**config.mk**
```make
export PLATFORM = sky130hd
export DESIGN_NAME = mc_hazard_scoreboard
export DESIGN_NICKNAME = d
export VERILOG_FILES = /design/src/rtl/mc_hazard_scoreboard.sv
export SDC_FILE = /design/constraint.sdc
export NUM_CORES = 1
export LEC_CHECK = 0
export ABC_AREA = 0
export BUFFER_PORTS_ARGS = -buffer_cell sky130_fd_sc_hd__buf_4
export CORE_MARGIN = 5
export CORE_UTILIZATION = 53
export CTS_BUF_LIST = sky130_fd_sc_hd__clkbuf_4
export CTS_CLUSTER_DIAMETER = 80
export DETAILED_ROUTE_END_ITERATION = 12
export PLACE_DENSITY_LB_ADDON = 0.2
export SLEW_MARGIN = 10
export SYNTH_ARGS = -nofsm -noshare
export SYNTH_HDL_FRONTEND = slang
export SYNTH_SLANG_ARGS = --single-unit
```
**constraint.sdc**
```tcl
create_clock -name clk -period 2.6 [get_ports clk]
set_input_delay 0.13 -clock clk [delete_from_list [all_inputs] [get_ports clk]]
set_output_delay 0.13 -clock clk [all_outputs]
set_load 0.02 [all_outputs]
```
**src/rtl/mc_hazard_scoreboard.sv**
```systemverilog
// Hazard unit for the 5-stage pipeline: E/D forwarding, load-use and branch stalls,
// plus a scoreboard of fixed-latency multi-cycle ops (mul/div) with MC_SLOTS entries.

module mc_hazard_slot #(
  parameter int AW     = 5,
  parameter int MC_LAT = 4
) (
  input  logic          clk,
  input  logic          rst,
  input  logic          load,
  input  logic [AW-1:0] dst_in,
  output logic          valid,
  output logic [AW-1:0] dst,
  output logic [3:0]    cnt,
  output logic          done
);
  assign done = valid && (cnt == 4'd0);

  // A completing slot stays valid through its write-back cycle, so it cannot be reloaded then.
  always_ff @(posedge clk or negedge rst) begin
    if (!rst) begin
      valid <= 1'b0;
      dst   <= '0;
      cnt   <= 4'd0;
    end else if (load) begin
      valid <= 1'b1;
      dst   <= dst_in;
      cnt   <= 4'(MC_LAT - 1);
    end else if (valid) begin
      if (cnt == 4'd0) valid <= 1'b0;
      else             cnt   <= cnt - 4'd1;
    end
  end
endmodule

module mc_hazard_scoreboard #(
  parameter int AW       = 5,
  parameter int MC_LAT   = 4,
  parameter int MC_SLOTS = 2
) (
  input  logic          clk,
  input  logic          rst,
  input  logic [AW-1:0] rs_d,
  input  logic [AW-1:0] rt_d,
  input  logic          use_rs_d,
  input  logic          use_rt_d,
  input  logic [AW-1:0] dst_d,
  input  logic          wr_d,
  input  logic          mc_d,
  input  logic          branch_d,
  input  logic [AW-1:0] rs_e,
  input  logic [AW-1:0] rt_e,
  input  logic [AW-1:0] writereg_e,
  input  logic          regwrite_e,
  input  logic          memtoreg_e,
  input  logic [AW-1:0] writereg_m,
  input  logic          regwrite_m,
  input  logic          memtoreg_m,
  input  logic [AW-1:0] writereg_w,
  input  logic          regwrite_w,
  output logic [1:0]    forward_ae,
  output logic [1:0]    forward_be,
  output logic          forward_ad,
  output logic          forward_bd,
  output logic          stall_f,
  output logic          stall_d,
  output logic          flush_e,
  output logic          mc_wb_en,
  output logic [AW-1:0] mc_wb_reg,
  output logic          mc_busy
);
  // r0 is hardwired zero, so it never produces a dependency
  function automatic logic hit(input logic [AW-1:0] a, input logic [AW-1:0] b);
    return (a != '0) && (a == b);
  endfunction

  logic [MC_SLOTS-1:0]         slot_vld, slot_done, slot_raw, slot_waw, sel, load;
  logic [MC_SLOTS-1:0][AW-1:0] slot_dst;
  logic [MC_SLOTS-1:0][3:0]    slot_cnt;
  logic any_free, lw_stall, br_stall, raw_stall, waw_stall, full_stall, stall, issue;

  always_comb begin
    forward_ae = 2'b00;
    if (regwrite_m && hit(rs_e, writereg_m))      forward_ae = 2'b10;
    else if (regwrite_w && hit(rs_e, writereg_w)) forward_ae = 2'b01;
    forward_be = 2'b00;
    if (regwrite_m && hit(rt_e, writereg_m))      forward_be = 2'b10;
    else if (regwrite_w && hit(rt_e, writereg_w)) forward_be = 2'b01;
  end

  assign forward_ad = regwrite_m && hit(rs_d, writereg_m);
  assign forward_bd = regwrite_m && hit(rt_d, writereg_m);

  assign lw_stall = memtoreg_e &&
                    ((use_rs_d && hit(rs_d, writereg_e)) || (use_rt_d && hit(rt_d, writereg_e)));
  assign br_stall = branch_d &&
                    ((regwrite_e && (hit(rs_d, writereg_e) || hit(rt_d, writereg_e))) ||
                     (memtoreg_m && (hit(rs_d, writereg_m) || hit(rt_d, writereg_m))));

  genvar g;
  generate
    for (g = 0; g < MC_SLOTS; g++) begin : g_slot
      mc_hazard_slot #(.AW(AW), .MC_LAT(MC_LAT)) u_slot (
        .clk    (clk),
        .rst    (rst),
        .load   (load[g]),
        .dst_in (dst_d),
        .valid  (slot_vld[g]),
        .dst    (slot_dst[g]),
        .cnt    (slot_cnt[g]),
        .done   (slot_done[g])
      );
      assign slot_raw[g] = slot_vld[g] &&
                           ((use_rs_d && hit(rs_d, slot_dst[g])) || (use_rt_d && hit(rt_d, slot_dst[g])));
      assign slot_waw[g] = slot_vld[g] && wr_d && hit(dst_d, slot_dst[g]);
    end
  endgenerate

  // Lowest free slot, one-hot; independent of issue to keep the stall path acyclic
  always_comb begin
    sel      = '0;
    any_free = 1'b0;
    for (int i = 0; i < MC_SLOTS; i++) begin
      if (!slot_vld[i] && !any_free) begin
        sel[i]   = 1'b1;
        any_free = 1'b1;
      end
    end
  end

  assign raw_stall  = |slot_raw;
  assign waw_stall  = |slot_waw;
  assign full_stall = mc_d && !any_free;
  assign stall      = lw_stall || br_stall || raw_stall || waw_stall || full_stall;
  assign stall_f    = stall;
  assign stall_d    = stall;
  assign flush_e    = stall;

  assign issue = mc_d && wr_d && !stall && (dst_d != '0);
  assign load  = sel & {MC_SLOTS{issue}};

  // Fixed latency with one issue per cycle guarantees at most one done bit set
  always_comb begin
    mc_wb_reg = '0;
    for (int i = 0; i < MC_SLOTS; i++)
      if (slot_done[i]) mc_wb_reg = mc_wb_reg | slot_dst[i];
  end

  assign mc_wb_en = |slot_done;
  assign mc_busy  = |slot_vld;

  logic [MC_SLOTS*4-1:0] cnt_unused;
  assign cnt_unused = slot_cnt;
endmodule

```
==> impl_results.md <==
- FMAX: between 400 and 500 MHz
- Setup crit start kind: flip-flop
- Die ar.: between 5000 and 6000 µm²
- Synth Register Bits: 20
- Largest family of logic cells by synthesized area: XOR/XNOR gates
- Period minus WS final: 2.16 ns
- Post-synth top area share: 24.2%
- Post-route DRC: 0
- Crit Path Max Fanout: 5
- Core Area: between 3000 and 4000 µm²
- H-tree levels: 1
- CTS Buffer Depth: 2
- GRT Total Usage: 19.7%
- GP Congestion: roughly 0.87
- Clock root cell: clkbuf_4
- ANT nets after route: 0
- Yosys warning count: 0
- Die width: roughly 72 µm
- Setup TNS Final: 0 ns
- Worst-path cell with the longest stage delay: dfrtp_1
- Ys flop type: dfrtp_1
- Mux cell area share after synthesis: about 6.4%
- Cells after synthesis: approximately 230
- DR WL/cell: 15.3 µm
- Final hold vios: 0
- Relative slew slack: roughly three fifths
- Share of layout cells above drive strength 1: 32.9%
- Area leader, netlist: dfrtp_1
- Lkg Pwr: around 0.0011 µW
- Synth Cell Area: 2070 µm²
- Vert. Die Dim: between 70 and 80 µm
- Crit Path Class: reg2out
- Slowest stage delay, CP: 0.49 ns
- Simple-gate share of the synthesized area: about a quarter
- Ant diodes: 0
- Adder-cell share of the synthesized area: under 10%
- TritonCTS Buffers: 3
- Least-Margin Pin Slew: ~0.57 ns
- Starting Density: between 50% and 60%
- IO buf count: 67
- Synth Net Count: approximately 280
- Top-Level Pins: 68
- DRT iter0 DRCs: 70
- Final Slew Violations: 0
- Element type at the critical path end: primary output
- Via-to-Cell Ratio: between 5 and 6
- Routed wire length: between 5 and 6 mm
- Sequential-to-total area share from yosys stat: 24.2%
- Pwr per Cell Area: between 800 and 900 nW/µm²
- Clk slew on worst S/H paths: about 0.1 ns
- Critical path arrival: approximately 2.0 ns
- Postcts setup bufs: 0
- Tot Pwr: 2140 µW
- CTS Sinks: 20
- Antenna violations before repair: 0
- Post-synth EDFFs: 0
- Netlist cell types: 46
- Post-cts sizing count: 0
- Nets@finish: ~340
- Final setup fails: 0
- Status: finished, final reports clean
- Vias in the first global route: 1849
- Area grow syn2layout: 27.3%
- MaxCap Viol Count: 0
- Post-Synth XOR/XNOR Area: a little under a third
- CTS tree: done
- Main area contributors after synthesis: dfrtp_1, xnor2_1, xor2_1
- Crit share post-route: between 80% and 90%
- Crit-path cells: xnor2_1 > nand4_1 > o22ai_1 > a21oi_1 > nand3_1 > or3_1 > buf_4
- Pin count of the biggest net entering global routing: 21
- HPWL after DPL: approximately 4.2 mm
- Hold Crit Class: in2reg
- First-pass GRT wire length: 8.33 mm
- DRT Pass-1 Iters: 4
- Count leader, synth: xnor2_1
- # hold bufs at CTS: 1
- Synth Area in Compound Gates: under 10%
- Grt ovf: 0
- Worst path required time: ~2.5 ns
- Asr flop ratio synth: 100%
- Max VDD drop: ~0.72 mV
- Top post-synthesis cells by count: xnor2_1, dfrtp_1, nand2_1
- FP Rows: 22
- Syn_area_per_cell: 9.10 µm²
- Via count: ~1.8k
- Clk_lat worst skew: approximately 0.3 ns
- Clock skew: between 0.009 and 0.01 ns
- RSZ-0062 raised after global routing: false
registers in the layout, indices dropped and copies added, names as in the netlist:
| signal | cells |
|---|---|
| g_slot.u_slot.valid | 2 |
| g_slot.u_slot.dst | 10 |
| g_slot.u_slot.cnt | 8 |
layout by cell type, fill, tap and decap left out, types with 7 or more instances in the layout:
cell type  instances
nor3_1             7
nand3_1            7
nand4_1            9
xor2_1            17
nor2_1            10
buf_4             69
nor4_1             9
dfrtp_1           20
xnor2_1           56
nand2_1           18
area by class of cell:
class,instances,area (µm²)
multi-input combinational,188,1470
fill,317,1090
timing repair buffer,70,528
sequential,20,500
tap,48,60.1
clock inverter,1,30.0
clock buffer,3,22.5
inverter,4,15.0
per-stage QoR:
step                      cell area, µm²  hold WS, ns  cells  util [%]  setup slack (ns)
after detailed placement            2570       0.0205    329      69.1             0.301
after global placement              2570       0.0197    329      69.1             0.360
after CTS                           2630       0.0828    334      70.8             0.424
final                               2630       0.0957    334      70.8             0.439
after global routing                2630       0.0727    334      70.8             0.279
after floorplan                     2070       -0.166    227         -             0.479
layer usage:
| metal | vias to the layer above | global-route usage, % | routed length, µm | share of wire [%] |
|---|---|---|---|---|
| met4 | 0 | 2.46 | 21 | 0.41 |
| li1 | 906 | - | - | - |
| met2 | 31 | 37.1 | 2670 | 52 |
| met5 | - | 0 | 0 | 0 |
| met1 | 871 | 24.2 | 2220 | 43 |
| met3 | 4 | 2.91 | 206 | 4.0 |
cell families after synthesis:
| family | count (synthesis) |
|---|---|
| flops | 20 |
| simple gates | 82 |
| xor+xnor | 73 |
| mux | 10 |
| compound gates | 21 |
| buf+inv | 19 |
| fa+ha+maj | 2 |
where the power goes:
| part | internal, µW | total, µW | switching, µW |
|---|---|---|---|
| sequential | 463 | 726 | 262 |
| clock | 156 | 249 | 93.5 |
| combinational | 627 | 1160 | 534 |
final timing paths:
kind / from / to / slack, ns / cells past startpoint
max in group asynchronous: rst / g_slot[1].u_slot.dst[3] / 2.15 / 2
min reg2reg: g_slot[0].u_slot.cnt[1] / g_slot[0].u_slot.cnt[1] / 0.54 / 1
min in group asynchronous: rst / g_slot[1].u_slot.cnt[1] / 0.23 / 2
min: dst_d[2] / g_slot[1].u_slot.dst[2] / 0.1 / 2
max reg2reg: g_slot[0].u_slot.dst[3] / g_slot[0].u_slot.dst[3] / 0.52 / 7
max: g_slot[0].u_slot.dst[3] / flush_e / 0.44 / 7
critical path, delay by kind of cell (launching register included):
kind                      cells  cell delay (ns)
and+or+nand+nor               3             0.61
xor gates and xnor gates      1             0.17
buffers and inverters         1             0.18
DFF                           1             0.49
AOI/OAI and AO/OA             2             0.29
Power figures use the tool's default switching activity.
